<file path="src/rtl/tmds_channel_decoder_if.sv">
// tmds_channel_decoder_if: symbol input and decoded outputs for one TMDS channel
//   sym      10-bit symbol from the deserializer; bit 0 is the first bit on the wire
//   bitslip  one-cycle request to the deserializer to shift alignment by one bit
//   locked   channel word-aligned
//   de       video-data symbol (0 for a control token)
//   c0, c1   control bits, valid when de=0
//   data     decoded pixel byte, valid when de=1
//   slip_cnt, loss_cnt  saturating statistics, present only with TMDS_STATS_EN
interface tmds_channel_decoder_if;
    logic [9:0] sym;
    logic       bitslip;
    logic       locked;
    logic       de;
    logic       c0;
    logic       c1;
    logic [7:0] data;
`ifdef TMDS_STATS_EN
    logic [7:0] slip_cnt;
    logic [7:0] loss_cnt;
    modport master(output sym, input bitslip, locked, de, c0, c1, data, slip_cnt, loss_cnt);
    modport slave(input sym, output bitslip, locked, de, c0, c1, data, slip_cnt, loss_cnt);
`else
    modport master(output sym, input bitslip, locked, de, c0, c1, data);
    modport slave(input sym, output bitslip, locked, de, c0, c1, data);
`endif
endinterface

</file>
<file path="src/rtl/tmds_channel_decoder.sv">
// tmds_channel_decoder: TMDS word alignment by bitslip search and symbol decode for one channel
//   clk  pixel clock, the only clock
//   rst  synchronous active-high reset
//   bus  slave side of tmds_channel_decoder_if (sym in; bitslip, locked, de, c0, c1, data out)
//   Define TMDS_STATS_EN to add the slip_cnt / loss_cnt statistics counters.
module tmds_channel_decoder #(
    parameter int CTL_RUN       = 8,
    parameter int SEARCH_CYCLES = 2048,
    parameter int SLIP_WAIT     = 4
) (
    input logic clk,
    input logic rst,
    tmds_channel_decoder_if.slave bus
);
    localparam int TW = $clog2(SEARCH_CYCLES + 1);
    localparam logic [7:0] RUN_LAST = 8'(CTL_RUN - 1);
    localparam logic [TW-1:0] T_LAST = TW'(SEARCH_CYCLES - 1);
    localparam logic [TW-1:0] W_LAST = TW'(SLIP_WAIT - 1);
    typedef enum logic [1:0] {SEARCH, SLIP, SETTLE, LOCK} state_t;
    state_t state;
    logic [9:0] sym_q;
    logic tok_q;
    logic [1:0] ctl_q;
    logic [7:0] run;
    // one counter serves as search timer, settle counter and locked token-gap counter
    logic [TW-1:0] timer;
    logic tok;
    logic [1:0] ctl;
    logic [7:0] d;
    logic [7:0] q;
    logic lose;
    assign tok = bus.sym == 10'h354 || bus.sym == 10'h0AB || bus.sym == 10'h154 || bus.sym == 10'h2AB;
    assign ctl = {bus.sym == 10'h154 || bus.sym == 10'h2AB, bus.sym == 10'h0AB || bus.sym == 10'h2AB};
    assign d = sym_q[9] ? ~sym_q[7:0] : sym_q[7:0];
    assign q = {sym_q[8] ? d[7:1] ^ d[6:0] : ~(d[7:1] ^ d[6:0]), d[0]};
    assign lose = state == LOCK && !tok_q && timer == T_LAST;
    always_ff @(posedge clk) begin
        if (rst) begin
            sym_q    <= '0;
            tok_q    <= 1'b0;
            ctl_q    <= '0;
            bus.de   <= 1'b0;
            bus.c0   <= 1'b0;
            bus.c1   <= 1'b0;
            bus.data <= '0;
        end else begin
            sym_q    <= bus.sym;
            tok_q    <= tok;
            ctl_q    <= ctl;
            bus.de   <= bus.locked && !tok_q;
            bus.c0   <= bus.locked && tok_q && ctl_q[0];
            bus.c1   <= bus.locked && tok_q && ctl_q[1];
            bus.data <= bus.locked && !tok_q ? q : 8'd0;
        end
    end
    always_ff @(posedge clk) begin
        if (rst) begin
            state       <= SEARCH;
            run         <= '0;
            timer       <= '0;
            bus.bitslip <= 1'b0;
            bus.locked  <= 1'b0;
        end else begin
            bus.bitslip <= 1'b0;
            case (state)
                SEARCH: begin
                    if (tok_q && run == RUN_LAST) begin
                        state      <= LOCK;
                        bus.locked <= 1'b1;
                        run        <= '0;
                        timer      <= '0;
                    end else if (timer == T_LAST) begin
                        state       <= SLIP;
                        bus.bitslip <= 1'b1;
                        run         <= '0;
                        timer       <= '0;
                    end else begin
                        run   <= tok_q ? run + 8'd1 : 8'd0;
                        timer <= timer + TW'(1);
                    end
                end
                SLIP: state <= SETTLE;
                SETTLE: begin
                    state <= timer == W_LAST ? SEARCH : SETTLE;
                    timer <= timer == W_LAST ? '0 : timer + TW'(1);
                end
                LOCK: begin
                    if (lose) begin
                        state      <= SEARCH;
                        bus.locked <= 1'b0;
                        run        <= '0;
                        timer      <= '0;
                    end else begin
                        timer <= tok_q ? '0 : timer + TW'(1);
                    end
                end
            endcase
        end
    end
`ifdef TMDS_STATS_EN
    always_ff @(posedge clk) begin
        if (rst) begin
            bus.slip_cnt <= '0;
            bus.loss_cnt <= '0;
        end else begin
            if (bus.bitslip && bus.slip_cnt != 8'hFF) bus.slip_cnt <= bus.slip_cnt + 8'd1;
            if (lose && bus.loss_cnt != 8'hFF) bus.loss_cnt <= bus.loss_cnt + 8'd1;
        end
    end
`endif
endmodule

</file>
<file path="src/flat_wrapper.sv">
// flat-port wrapper written by rule: the top's interface ports become plain ports
module tmds_channel_decoder_flat 
#(
    parameter int CTL_RUN       = 8,
    parameter int SEARCH_CYCLES = 2048,
    parameter int SLIP_WAIT     = 4
)
  (clk, rst, bus_sym, bus_bitslip, bus_locked, bus_de, bus_c0, bus_c1, bus_data);
  tmds_channel_decoder_if bus_i ();
  input logic clk;
  input logic rst;
  input wire logic [$bits(bus_i.sym)-1:0] bus_sym;
  output wire logic [$bits(bus_i.bitslip)-1:0] bus_bitslip;
  output wire logic [$bits(bus_i.locked)-1:0] bus_locked;
  output wire logic [$bits(bus_i.de)-1:0] bus_de;
  output wire logic [$bits(bus_i.c0)-1:0] bus_c0;
  output wire logic [$bits(bus_i.c1)-1:0] bus_c1;
  output wire logic [$bits(bus_i.data)-1:0] bus_data;
  assign bus_i.sym = bus_sym;
  assign bus_bitslip = bus_i.bitslip;
  assign bus_locked = bus_i.locked;
  assign bus_de = bus_i.de;
  assign bus_c0 = bus_i.c0;
  assign bus_c1 = bus_i.c1;
  assign bus_data = bus_i.data;
  tmds_channel_decoder #(.CTL_RUN(CTL_RUN), .SEARCH_CYCLES(SEARCH_CYCLES), .SLIP_WAIT(SLIP_WAIT)) u_core (.clk(clk), .rst(rst), .bus(bus_i));
endmodule
</file>
<file path="config.mk">
export PLATFORM = sky130hd
export DESIGN_NAME = tmds_channel_decoder_flat
export DESIGN_NICKNAME = d
export VERILOG_FILES = /design/src/rtl/tmds_channel_decoder_if.sv /design/src/rtl/tmds_channel_decoder.sv /design/src/flat_wrapper.sv
export SDC_FILE = /design/constraint.sdc
export NUM_CORES = 1
export LEC_CHECK = 0
export BUFFER_PORTS_ARGS = -buffer_cell sky130_fd_sc_hd__buf_2
export CORE_MARGIN = 2
export CORE_UTILIZATION = 57
export CTS_CLUSTER_SIZE = 20
export DETAILED_ROUTE_END_ITERATION = 10
export GPL_TIMING_DRIVEN = 0
export PLACE_DENSITY_LB_ADDON = 0.12
export SLEW_MARGIN = 20
export SYNTH_ARGS = -nofsm -noshare
export SYNTH_HDL_FRONTEND = slang
export SYNTH_SLANG_ARGS = --single-unit
</file>
<file path="constraint.sdc">
create_clock -name clk -period 2.9 [get_ports clk]
set_clock_uncertainty 0.2 [all_clocks]
set_input_delay 0.145 -clock clk [delete_from_list [all_inputs] [get_ports clk]]
set_output_delay 0.145 -clock clk [all_outputs]
set_load 0.1 [all_outputs]
</file>
==> impl_summary.txt <==
----------------------------------------------------
[Placement]
  Post-placement worst setup slack ... 0.6215 ns
  Final HPWL DP ... 2874 um
  Area of placed instances ... 2302 um2
  Final GP Congestion ... 0.8095
  Count of port buffers added during placement ... 23

[Drt]
  Residual DRC count ... 0
  Number of iterations in the first detailed-routing pass ... 4
  Antenna-violating nets left ... 0
  Total Wirelength ... 4153 um
  Ratio of routed vias to standard cells ... 5.380
  Wirelength per Cell ... 12.94 um
  Number of vias in the routed layout ... 1,727
  Number of DRC violations after detailed-routing iteration 0 ... 119

[CTS]
  Buffer depth of the longest clock path ... 2
  Number of CTS-inserted buffers ... 5
  Number of sinks driven by the clock tree ... 48
  Post-CTS Repair Setup Buffers ... 0
  Clock transition time at the flip-flop clock pins of the worst setup and hold paths ... 0.09 ns
  Root Buffer Master ... clkbuf_8
  Depth of the CTS H-tree ... 2
  Clock latency on the worst-skew pair ... 0.30 ns
  Cts repair resizes ... 0
  CTS tree ... done

[Hold path]
  Hold crit path type ... input port to flop

[Power and ir drop]
  Max IR drop VDD ... 0.3284 mV
  Portion of total power attributed to sequential cells ... 0.545
  Cell Pwr Density ... 494.2 nW/um2
  Cell internal pwr ... 0.9697 mW
  Leakage ... 1.009 nW
  Sw Ratio ... 0.2206
  Total design power ... 1.244 mW
  Switching Power ... 0.2745 mW
  Power share of the clock group ... 0.396
  Logic pwr share ... 0.059

[Synth]
  Flop and latch count out of synthesis ... 48
  Seq/Total Area, Yosys ... 0.4518
  Area of the mapped netlist ... 2127 um2
  Number of distinct library cell variants in the gate-level netlist after synthesis ... 48
  Leading register cell type out of synthesis ... dfxtp_1
  Proportion of register bits with asynchronous set or reset after synthesis ... 0
  Synthesized area divided by synthesized cell count ... 9.168 um2
  Number of enable-type register cells in the synthesized netlist ... 0
  Count of synthesis-stage warnings from yosys ... 0
  Synthesized instance count ... 232
  Synthesized net count ... 250

[Job]
  Max-cap violation count ... 0

[Floorplan]
  Die Area ... 4236 um2
  Chip Height ... 65.09 um
  Total number of placement rows ... 22
  Boundary pin count ... 25
  Overall die width ... 65.09 um
  Initial standard-cell utilization of the core ... 0.5854
  Placeable core region ... 3633 um2

[Layout]
  Layout Area Growth over Synthesis ... 18.35%
  Antenna cell count ... 0
  Final std cell area, no fill ... 2517 um2
  Nets ... 290
  Fraction of layout instances using a drive strength above 1 ... 0.1575

[Global route]
  Global routing's busiest layer ... met2
  Tot GR Track Use ... 0.2154
  GR Util met3 ... 0.05729
  Initial antenna violation count ... 0
  Maximum number of pins on one net before global-route repair ... 17
  Number of global-route vias before repair ... 1,553
  Grt ovf ... 0
  Met2 Resource Use GR ... 0.3686
  GR Layer Usage met1 ... 0.2629
  Wire length of the first global-routing pass ... 6982 um

[Worst setup path]
  CP Capture Type ... flop
  Required time of the critical path ... 2.90 ns
  WP data arrival ... 2.29 ns
  Category of the worst setup path launch point ... flop
  Worst Path Max Fanout ... 9
  Worst Setup Path Type ... flop to flop

[Timing]
  Max-slew violation count ... 0
  Actual slew at the worst max-slew pin ... 0.7934 ns
  Time the final worst path needs with I/O delays and setup ... 2.295 ns
  Setup TNS ... 0 ns
  Fmax ... 435.8 MHz
  Setup repair after global routing missed its margin ... false
  Final worst setup slack ... 0.6051 ns
  Number of endpoints with negative hold slack in the final report ... 0
  Worst slew margin relative to its limit ... 0.4675
  Final clock period utilization by the worst path ... 0.7913
  Finish-stage setup viols ... 0

[Run status]
  Status ... completed

----------------------------------------------------
==> per-stage QoR <==
step / cells / hold WS (ns) / util
finish: 321 / 0.08848 / 0.6928
global route: 321 / 0.1184 / 0.6928
floorplan: 232 / 0.05362 / -
detailed placement: 303 / 0.1856 / 0.6336
CTS: 321 / 0.1063 / 0.6928
global placement: 303 / 0.1794 / 0.6336
==> power by group through the flow <==
stage,clock network (mW),logic [mW],registers [mW]
2_1_floorplan,0,0.0442,0.691
3_3_place_gp,0,0.0596,0.692
3_5_place_dp,0,0.0623,0.693
4_1_cts,0.501,0.0725,0.678
5_1_grt,0.535,0.0802,0.679
6_report,0.493,0.0735,0.678
==> worst paths after layout <==
| kind | from | end | slack (ns) | cells after the start |
|---|---|---|---|---|
| max reg2reg | u_core.timer[0] | u_core.run[4] | 0.61 | 6 |
| max | u_core.timer[0] | u_core.run[4] | 0.61 | 6 |
| min | rst | u_core.sym_q[8] | 0.09 | 2 |
| min reg2reg | u_core.ctl_q[1] | u_core.bus.c1 | 0.27 | 1 |
==> layout by cell type, fill, tap and decap left out, types with 4 or more instances in the layout <==
cell	count
clkbuf_8	5
nor2_1	26
mux2i_1	4
clkbuf_1	6
o21ai_0	5
xnor2_1	16
dlygate4sd3_1	10
nand4_1	4
ha_1	6
a21oi_1	11
nor2b_1	12
and3_1	7
buf_2	24
dfxtp_1	48
nand3_1	12
inv_1	10
xor2_1	4
nand2_1	19
==> synth_stat cells, types with 3 or more instances <==
master / count / area [um2]
a21oi_1: 11 / 55.05
and3_1: 7 / 43.79
clkbuf_1: 6 / 22.52
dfxtp_1: 48 / 960.9
ha_1: 6 / 75.07
inv_1: 10 / 37.54
mux2i_1: 4 / 40.04
nand2_1: 19 / 71.32
nand3_1: 12 / 60.06
nand4_1: 4 / 25.02
nor2_1: 26 / 97.59
nor2b_1: 12 / 75.07
nor3_1: 3 / 15.01
nor4bb_1: 3 / 30.03
o21ai_0: 5 / 25.02
xnor2_1: 16 / 140.1
xor2_1: 4 / 35.03
==> state kept, by name (all words and copies together), names as in the netlist, 2 cells and up <==
| name | cells |
|---|---|
| u_core.run | 8 |
| u_core.timer | 12 |
| u_core.bus.data | 8 |
| u_core.ctl_q | 2 |
| u_core.sym_q | 10 |
| u_core.state | 2 |
==> critical path, cell delays in order, from the launching register on <==
cell,delay (ns)
dfxtp_1,0.38
ha_1,0.23
nand3_1,0.15
nor4_4,0.56
a311oi_1,0.34
a21oi_1,0.22
mux2i_1,0.10
==> kinds of logic after synthesis <==
group / Yosys count / synth area share
AND/OR/NAND/NOR: 103 / 0.2671
flip-flops: 48 / 0.4518
AO/OA/AOI/OAI: 34 / 0.1141
XOR/XNOR: 20 / 0.08235
buffers and inverters: 17 / 0.03059
adder cells (fa/ha/maj): 6 / 0.03529
multiplexers: 4 / 0.01882
==> per-layer routing <==
layer	up-vias	part of all wire
met1	807	0.48
met4	0	0.013
met2	32	0.47
met3	6	0.036
met5	-	0
li1	882	-
==> area by class of cell <==
cell class	count	area [um2]
flip-flops and latches	48	960.9
multi-input cells	167	1101
plain buffers	7	27.53
well taps	48	60.06
repair buffers	33	215.2
inverters	10	37.54
clock inverters	3	46.29
clock buffers	5	68.82
fillers	307	1116
==> repair_timing <==
item	4_1_cts	5_1_grt
endpoints found under the hold margin	13	0
hold buffers	10	0
endpoints found under the setup margin	0	0
Power figures use the tool's default switching activity.
